===== src/rtl/arb_rr_lock.sv =====
// arb_rr_lock: round-robin arbiter with per-requester burst lock.
//
// One downstream resource is shared among N requesters. The grant outputs
// (gnt, gnt_vld, gnt_idx, tmo) are all registered, so no input reaches an
// output combinationally. A holder keeps the grant while both its req and
// its lock bits stay high. When it releases, a new winner is picked in the
// same cycle, so a handover never leaves an idle cycle.
//
// Optional feature: define ARB_RR_LOCK_TIMEOUT_EN to bound a locked hold to
// MAX_HOLD consecutive cycles. The forced release pulses tmo. When the macro
// is undefined, holds have no limit, tmo stays 0 and MAX_HOLD is ignored.
//
// Grant handshake: gnt_vld=1 means the requester named by gnt/gnt_idx owns
// the resource for this cycle. There is no ready. A requester keeps the
// grant past this cycle only by holding req and lock high. gnt_vld=0 means
// gnt=0 and gnt_idx=0.

module arb_rr_lock #(
    parameter int N        = 4,
    parameter int MAX_HOLD = 16
) (
    input  logic                 clk,
    input  logic                 rst_n,
    input  logic [N-1:0]         req,
    input  logic [N-1:0]         lock,
    output logic [N-1:0]         gnt,
    output logic                 gnt_vld,
    output logic [$clog2(N)-1:0] gnt_idx,
    output logic                 tmo,
    output logic                 state_dbg,
    output logic [$clog2(N)-1:0] ptr_dbg
);

    localparam int IW = $clog2(N);
    localparam int SW = IW + 1;
    localparam logic [SW-1:0] N_W        = SW'(N);
    localparam logic [IW-1:0] LAST_IDX   = IW'(N - 1);
    localparam logic [15:0]   MAX_HOLD_W = 16'(MAX_HOLD);
    localparam logic [15:0]   HC_SAT     = 16'hFFFF;

`ifdef ARB_RR_LOCK_TIMEOUT_EN
    localparam bit TMO_EN = 1'b1;
`else
    localparam bit TMO_EN = 1'b0;
`endif

    typedef enum logic {
        IDLE = 1'b0,
        BUSY = 1'b1
    } state_t;

    state_t        state, state_n;
    logic [IW-1:0] ptr, ptr_n;
    logic [15:0]   hc, hc_n;

    logic [N-1:0]  gnt_n;
    logic [IW-1:0] idx_n;
    logic          vld_n;
    logic          tmo_n;

    logic          win_vld;
    logic [IW-1:0] win_idx;
    logic [SW-1:0] scan;

    logic          keep;
    logic          hold_expired;
    logic          force_rel;

    // A locked holder stays only while its own req and lock are both high.
    // Lock bits from any other requester have no effect.
    assign keep         = (state == BUSY) && req[gnt_idx] && lock[gnt_idx];
    assign hold_expired = (hc >= MAX_HOLD_W);
    assign force_rel    = TMO_EN && keep && hold_expired;

    // Rotating priority scan. It starts at ptr and wraps modulo N. The last
    // winner sits at ptr-1, so it comes last in the scan.
    always_comb begin
        win_vld = 1'b0;
        win_idx = '0;
        scan    = '0;
        for (int i = 0; i < N; i++) begin
            scan = {1'b0, ptr} + SW'(i);
            if (scan >= N_W) begin
                scan = scan - N_W;
            end
            if (!win_vld && req[scan[IW-1:0]]) begin
                win_vld = 1'b1;
                win_idx = scan[IW-1:0];
            end
        end
    end

    // Next-state logic: grant, keep, hand over, or go idle.
    always_comb begin
        state_n = state;
        ptr_n   = ptr;
        hc_n    = hc;
        gnt_n   = gnt;
        idx_n   = gnt_idx;
        vld_n   = gnt_vld;
        tmo_n   = 1'b0;

        case (state)
            IDLE: begin
                if (win_vld) begin
                    state_n = BUSY;
                    gnt_n   = {{(N-1){1'b0}}, 1'b1} << win_idx;
                    idx_n   = win_idx;
                    vld_n   = 1'b1;
                    hc_n    = 16'd1;
                    ptr_n   = (win_idx == LAST_IDX) ? '0 : win_idx + IW'(1);
                end else begin
                    gnt_n   = '0;
                    idx_n   = '0;
                    vld_n   = 1'b0;
                end
            end
            BUSY: begin
                if (keep && !force_rel) begin
                    hc_n = (hc == HC_SAT) ? hc : hc + 16'd1;
                end else if (win_vld) begin
                    // A release or forced release hands the grant over with no gap.
                    gnt_n   = {{(N-1){1'b0}}, 1'b1} << win_idx;
                    idx_n   = win_idx;
                    vld_n   = 1'b1;
                    hc_n    = 16'd1;
                    tmo_n   = force_rel;
                    ptr_n   = (win_idx == LAST_IDX) ? '0 : win_idx + IW'(1);
                end else begin
                    state_n = IDLE;
                    gnt_n   = '0;
                    idx_n   = '0;
                    vld_n   = 1'b0;
                end
            end
            default: begin
                state_n = IDLE;
                gnt_n   = '0;
                idx_n   = '0;
                vld_n   = 1'b0;
            end
        endcase
    end

    // State and output registers. Reset clears them asynchronously.
    always_ff @(posedge clk or negedge rst_n) begin
        if (!rst_n) begin
            state   <= IDLE;
            ptr     <= '0;
            hc      <= '0;
            gnt     <= '0;
            gnt_idx <= '0;
            gnt_vld <= 1'b0;
            tmo     <= 1'b0;
        end else begin
            state   <= state_n;
            ptr     <= ptr_n;
            hc      <= hc_n;
            gnt     <= gnt_n;
            gnt_idx <= idx_n;
            gnt_vld <= vld_n;
            tmo     <= tmo_n;
        end
    end

    assign state_dbg = (state == BUSY);
    assign ptr_dbg   = ptr;

endmodule

===== config.mk =====
export PLATFORM = sky130hd
export DESIGN_NAME = arb_rr_lock
export DESIGN_NICKNAME = d
export VERILOG_FILES = /design/src/rtl/arb_rr_lock.sv
export SDC_FILE = /design/constraint.sdc
export NUM_CORES = 1
export LEC_CHECK = 0
export ABC_AREA = 1
export CAP_MARGIN = 15
export CORE_MARGIN = 10
export CORE_UTILIZATION = 47
export CTS_CLUSTER_DIAMETER = 30
export DETAILED_ROUTE_END_ITERATION = 8
export PLACE_DENSITY = 0.78
export SLEW_MARGIN = 20
export SYNTH_ARGS = -nofsm -noshare
export SYNTH_HDL_FRONTEND = slang
export SYNTH_SLANG_ARGS = --single-unit

===== constraint.sdc =====
create_clock -name clk -period 1.89 [get_ports clk]
set_input_delay 0.4725 -clock clk [delete_from_list [all_inputs] [get_ports clk]]
set_output_delay 0.4725 -clock clk [all_outputs]
set_load 0.005 [all_outputs]

Word level (Yosys, flattened, before mapping)
Cells that the tools add are included.
- bits in registers: 10
- input port bits: 10
- output and inout port bits: 11
- word-level logic and storage cells: 73
- add/sub/neg operators: 8
- $lt $le $gt $ge: 9
- equal/unequal tests: 2
- shift-type cells: 1
- mux-type cells: 39
- bitwise gates (word level): 1
- reduce and logical (&&, ||, !) cells: 8
- operator list (cell ; number):
    $mux W2 ; 13
    $lt A2 B3 Y1 const B ; 5
    $mux W1 ; 13
    $bmux W1 S2 ; 6
    $ge A3 B3 Y1 const B ; 3
    $mux W4 ; 2
    $pmux W2 S2 ; 2
    $pmux W4 S2 ; 1
    $sub A2 B1 Y2 const B ; 4
    $add A2 B2 Y3 const B ; 2
    $logic_and A1 B1 Y1 ; 5
    $pmux W1 S2 ; 2
    $shl A1 B2 Y4 const A ; 1
    $add A2 B1 Y3 const B ; 1
    $ge A2 B3 Y1 const B ; 1
    $logic_not A1 Y1 ; 3
    $add A2 B1 Y2 const B ; 1
    $eq A2 B2 Y1 const B ; 1
    $ne A2 B2 Y1 const B ; 1
    $not A1 Y1 ; 1

Logic depth before layout (Yosys ltp)
Gate-level depths: netlist of run 1.
- depth in word-level cells: 19
- mapped depth: 14
- gate-level depth less buffers: 13

Worst setup path after synthesis of run 1
Ideal clock, no wire load.
- path kind: reg2reg
- from: register ptr[0] (netlist: ptr_dbg[0])
- to: register ptr[1] (netlist: ptr_dbg[1])
- setup time: 0.118 ns
- arrival: 1.621 ns
- required time: 1.772 ns
- path slack: 0.151 ns
- cell stages (with the launch flop): 13
- buffers on the path: 1
- period minus slack after synthesis: 1.739 ns
- cells stage by stage: dfrtp_1 > buf_6 > inv_6 > nand2_2 > nand3_1 > nand2_2 > nor2_8 > nand4_1 > nand2_1 > inv_1 > ha_1 > nand2_1 > o21ai_2
- word-level cells in the longest chain between the ends: 19
- elaborated cells between the ends (all ways): 43
- classes of those cells: add/sub: 8; order compare: 4; eq/ne: 1; mux: 24; reduce/logical: 6
- RTL lines (item ; line ; RTL):
    from (decl) ; 53 ; logic [IW-1:0] ptr, ptr_n;
    from (signal assigned) ; 157 ; ptr <= ptr_n;
    branches (longest 16 deep; another with $add A2 B1 Y3) ; - ;
    $mux W2 * ; 105, 121 ;
    $mux W2 ; 119 ; if (keep && !force_rel) begin
    $pmux W2 S2 * ; 103 ; case (state)
Mark *: on every way between the ends. The select of a mux whose other input is x is not followed.
A chain may end at the register's enable or synchronous reset.

Worst setup path in the final report of run 1
Same ends and word-level chain as after synthesis.

==> results of run 1 <==
## tightest hold or removal path: stages, from the launching register on
cell and delay, ns:
sky130_fd_sc_hd__dfrtp_1 0.34, sky130_fd_sc_hd__nand2_1 0.05, sky130_fd_sc_hd__nand2_1 0.06
## cells in the mapped netlist
cell type	n	share of area, %
sky130_fd_sc_hd__nand2_4	2	2.9
sky130_fd_sc_hd__nor3_1	1	0.64
sky130_fd_sc_hd__ha_1	4	6.4
sky130_fd_sc_hd__nand2_2	6	4.8
sky130_fd_sc_hd__nand2_1	49	24
sky130_fd_sc_hd__conb_1	1	0.48
sky130_fd_sc_hd__o21ai_0	2	1.3
sky130_fd_sc_hd__nor2_1	2	0.96
sky130_fd_sc_hd__nand3_4	1	2.2
sky130_fd_sc_hd__inv_4	1	0.80
sky130_fd_sc_hd__nand3_1	9	5.8
sky130_fd_sc_hd__nor2_2	1	0.80
sky130_fd_sc_hd__a21oi_2	1	1.1
sky130_fd_sc_hd__a21oi_1	1	0.64
sky130_fd_sc_hd__nor2_8	1	2.6
sky130_fd_sc_hd__o21ai_2	1	1.1
sky130_fd_sc_hd__o22ai_1	1	0.80
sky130_fd_sc_hd__inv_1	10	4.8
sky130_fd_sc_hd__buf_4	1	0.96
sky130_fd_sc_hd__inv_2	4	1.9
sky130_fd_sc_hd__dfrtp_1	10	32
sky130_fd_sc_hd__buf_6	1	1.4
sky130_fd_sc_hd__inv_6	1	1.1
sky130_fd_sc_hd__nand4_1	1	0.80
## final cells by class
class,count,area (um^2),share of cell area (%)
multi-input combinational,84,544,42.9
clock buffer,4,36.3,2.86
inverter,16,70.1,5.52
timing repair buffer,39,345,27.2
sequential,10,253,19.9
tap,16,20.0,1.58
## registers in the layout, summed over array words and instances (netlist names)
signal,cells
gnt,4
gnt_idx,2
gnt_vld,1
ptr_dbg,2
state_dbg,1
## routing by layer
layer  share of wire [%]  vias up
met4                 1.7        0
li1                    -      422
met2                  53       27
met5                   0        -
met1                  37      390
met3                 8.7        6
## cells by family (layout without fill, tap and decap cells)
logic type	after synthesis	count (layout)	share of synthesized area, %
flip-flops	10	10	32.1
AO/OA/AOI/OAI	6	6	4.97
AND/OR/NAND/NOR	73	73	45.0
buffers and inverters	18	59	11.1
other	1	1	0.480
adder cells (fa/ha/maj)	4	4	6.41
## timing repair
| item | 4_1_cts | 5_1_grt |
|---|---|---|
| endpoints found under the setup margin | 6 | 5 |
| buffers inserted | 0 | 7 |
| pin swaps | 3 | 11 |
| gates cloned | 0 | 0 |
| gates resized for setup | 11 | 23 |
## path summary, 6_finish.rpt
check                                               to  slack (ns)  cells after the start
worst max-delay path            ptr_dbg[1]$_DFFE_PN0P_        0.01                     13
worst min-delay path                gnt[1]$_DFFE_PN0P_        0.49                      2
worst max register to register  ptr_dbg[1]$_DFFE_PN0P_        0.01                     13
worst min register to register      gnt[1]$_DFFE_PN0P_        0.49                      2
max in group asynchronous       ptr_dbg[0]$_DFFE_PN0P_        1.03                      1
min in group asynchronous       gnt_idx[0]$_DFFE_PN0P_        0.53                      1
## power by group
group	switching (mW)	internal (mW)	total, mW
Sequential	0.0988	0.321	0.420
Combinational	1.22	1.04	2.26
Clock	0.0695	0.117	0.186
Total	1.39	1.48	2.87
## metrics by stage
| stage | power, mW | setup slack, ns | cell area, um^2 |
|---|---|---|---|
| 6_report | 2.87 | 0.0139 | 1270 |
| 5_1_grt | 3.12 | -0.100 | 1270 |
| 4_1_cts | 2.42 | 0.0330 | 1120 |
| 3_5_place_dp | 2.16 | -0.439 | 1070 |
| 3_3_place_gp | 2.11 | -0.421 | 1070 |
| 2_1_floorplan | 1.52 | 0.151 | 781 |
==> impl_results.html, run 1 <==
<table>
<tr><th>Metric</th><th>Value</th></tr>
<tr><th colspan="2">Outcome</th></tr>
<tr><td>Outcome</td><td>complete, no violations</td></tr>
<tr><th colspan="2">Place</th></tr>
<tr><td>Routability Congestion</td><td>0.867</td></tr>
<tr><td>Port Buf Inserts</td><td>19</td></tr>
<tr><td>Estimated wirelength of the detail-placed design</td><td>1600 um</td></tr>
<tr><td>Inst Count DP</td><td>158</td></tr>
<tr><th colspan="2">Floorplanning</th></tr>
<tr><td>Die X</td><td>a little over 60 um</td></tr>
<tr><td>Die footprint</td><td>between 0.003 and 0.004 mm^2</td></tr>
<tr><td>Height of the die</td><td>60.8 um</td></tr>
<tr><td>Boundary pin count</td><td>21</td></tr>
<tr><td>Rows</td><td>14</td></tr>
<tr><td>Std-Cell Core Area</td><td>0.00154 mm^2</td></tr>
<tr><td>Initial Utilization</td><td>50.6%</td></tr>
<tr><th colspan="2">Critical path</th></tr>
<tr><td>Kind of end point of the critical path</td><td>flop</td></tr>
<tr><td>Largest incremental delay on the critical path</td><td>approximately 0.47 ns</td></tr>
<tr><td>Critical path fanouts, max</td><td>5</td></tr>
<tr><td>Worst setup SP type</td><td>flop</td></tr>
<tr><td>Start point of the critical path</td><td>ptr_dbg[0]$_DFFE_PN0P_</td></tr>
<tr><td>Launch point of the worst reg-to-reg path</td><td>ptr_dbg[0]$_DFFE_PN0P_</td></tr>
<tr><td>Data required, critical path</td><td>around 2.0 ns</td></tr>
<tr><td>Library cell contributing the largest single delay on the critical path</td><td>sky130_fd_sc_hd__dfrtp_2</td></tr>
<tr><td>Data arrival time at the worst-slack endpoint</td><td>about 2.0 ns</td></tr>
<tr><td>Crit Path Category</td><td>reg -&gt; reg</td></tr>
<tr><td>Worst path top cell family by delay</td><td>simple AND/OR/NAND/NOR gates</td></tr>
<tr><td>Cell Chain, Critical Path</td><td>buf_6 -&gt; nand2_1 -&gt; nand2_2 -&gt; nand2_4 -&gt; nand2_4 -&gt; nor2_8 -&gt; nand3_1 -&gt; nand3_2 -&gt; nand2_2 -&gt; inv_1 -&gt; ha_4 -&gt; nand2_1 -&gt; o21ai_2</td></tr>
<tr><td>Sum of buffers and inverters on the critical path</td><td>2</td></tr>
<tr><th colspan="2">Flow run</th></tr>
<tr><td>Maxcap violations</td><td>0</td></tr>
<tr><th colspan="2">CTS</th></tr>
<tr><td>H-tree levels</td><td>1</td></tr>
<tr><td>Post-CTS Hold Fix Bufs</td><td>0</td></tr>
<tr><td>Buffer type at the clock tree root</td><td>sky130_fd_sc_hd__clkbuf_4</td></tr>
<tr><td>Buffers from clock root to sink, at most</td><td>2</td></tr>
<tr><td>CTS tree</td><td>yes</td></tr>
<tr><td>CTS Buf Count</td><td>3</td></tr>
<tr><td>Clock edge transition at the registers on the reported setup and hold paths</td><td>0.07 ns</td></tr>
<tr><td>Count of clock tree sinks</td><td>10</td></tr>
<tr><td>Clock latency on the worst-skew pair</td><td>0.26 ns</td></tr>
<tr><th colspan="2">Min path</th></tr>
<tr><td>Classification of the worst-slack hold path</td><td>reg -&gt; reg</td></tr>
<tr><td>Beginning of the worst hold path</td><td>gnt[1]$_DFFE_PN0P_</td></tr>
<tr><th colspan="2">Global route</th></tr>
<tr><td>Peak-usage layer in the global routing report</td><td>met2</td></tr>
<tr><td>Maximum number of pins on one net before global-route repair</td><td>11</td></tr>
<tr><td>Number of global-route vias before repair</td><td>between 700 and 800</td></tr>
<tr><td>Number of antenna violations at the first check in global routing</td><td>0</td></tr>
<tr><td>Met3 routing resource usage after global routing</td><td>under 10%</td></tr>
<tr><td>Global-route wire length before repair</td><td>roughly 3300 um</td></tr>
<tr><td>Total overflow reported by the global router</td><td>0</td></tr>
<tr><td>All-layer global routing usage</td><td>a little under an eighth</td></tr>
<tr><td>Met2 Resource Use GR</td><td>between 10% and 20%</td></tr>
<tr><td>M1 GR Usage</td><td>roughly 12%</td></tr>
<tr><th colspan="2">Route</th></tr>
<tr><td>1st-pass router iterations</td><td>4</td></tr>
<tr><td>Drc violations</td><td>0</td></tr>
<tr><td>Count of vias placed by the detailed router</td><td>~850</td></tr>
<tr><td>DRT Wirelength</td><td>approximately 2400 um</td></tr>
<tr><td>Vias per cell</td><td>about 5.0</td></tr>
<tr><td>ANT nets after route</td><td>0</td></tr>
<tr><td>WL per Instance</td><td>about 14 um</td></tr>
<tr><td>Drt first-iter violations</td><td>22</td></tr>
<tr><th colspan="2">Logic synthesis</th></tr>
<tr><td>Fraction of the yosys area taken by sequential cells</td><td>between 30% and 40%</td></tr>
<tr><td>Synth unique cells</td><td>24</td></tr>
<tr><td>Post-synthesis sequential element count</td><td>10</td></tr>
<tr><td>Synthesized netlist cell count</td><td>around 110</td></tr>
<tr><td>Net count after synthesis</td><td>126</td></tr>
<tr><td>Post-Syn Area</td><td>roughly 800 um^2</td></tr>
<tr><td>Avg Cell Area, Syn</td><td>approximately 7.0 um^2</td></tr>
<tr><td>Number of warnings printed during yosys synthesis</td><td>0</td></tr>
<tr><th colspan="2">Cells and area</th></tr>
<tr><td>Final core utilization</td><td>approximately 82%</td></tr>
<tr><td>Most common library cell in the layout ignoring fill and taps</td><td>sky130_fd_sc_hd__nand2_1</td></tr>
<tr><td>Count of placed standard cells in the final layout, fillers left out</td><td>between 150 and 200</td></tr>
<tr><td>Antenna diode count</td><td>0</td></tr>
<tr><td>P&amp;R area growth vs syn</td><td>62.5%</td></tr>
<tr><td>Most frequent cells in the layout</td><td>sky130_fd_sc_hd__nand2_1, sky130_fd_sc_hd__buf_4, sky130_fd_sc_hd__clkdlybuf4s50_1</td></tr>
<tr><td>Proportion of layout cells with a drive suffix above 1</td><td>39.9%</td></tr>
<tr><td>Count of fill cells added during filler insertion</td><td>91</td></tr>
<tr><td>Number of nets in the layout</td><td>approximately 170</td></tr>
<tr><th colspan="2">Power</th></tr>
<tr><td>Leakage power summed over all cells</td><td>0.688 nW</td></tr>
<tr><td>Power density cells</td><td>~2300 mW/mm^2</td></tr>
<tr><td>Largest voltage drop on the vdd net</td><td>about 0.0016 V</td></tr>
<tr><th colspan="2">STA</th></tr>
<tr><td>Final worst path period share</td><td>approximately 99%</td></tr>
<tr><td>RSZ-0062 raised after global routing</td><td>true</td></tr>
<tr><td>Setup TNS Final</td><td>0 ns</td></tr>
<tr><td>Final hold vios</td><td>0</td></tr>
<tr><td>Final period demand of the worst path</td><td>1.88 ns</td></tr>
<tr><td>Achievable frequency</td><td>roughly 530 MHz</td></tr>
<tr><td>Final setup skew</td><td>roughly 0.0060 ns</td></tr>
<tr><td>Slew Limit Fails</td><td>0</td></tr>
<tr><td>Hold slack</td><td>0.486 ns</td></tr>
<tr><td>Setup violations, final</td><td>0</td></tr>
</table>
No activity file was read; power rests on OpenSTA's default activity.
==> run 2, diff against run 1 <==
--- a/config.mk
+++ b/config.mk
@@ -11,6 +11,7 @@
 export CORE_UTILIZATION = 47
 export CTS_CLUSTER_DIAMETER = 30
 export DETAILED_ROUTE_END_ITERATION = 8
+export HOLD_SLACK_MARGIN = 0.1
 export PLACE_DENSITY = 0.78
 export SLEW_MARGIN = 20
 export SYNTH_ARGS = -nofsm -noshare
==> results of run 2 <==
No change in the layout: final DEF, timing and power equal those of run 1.
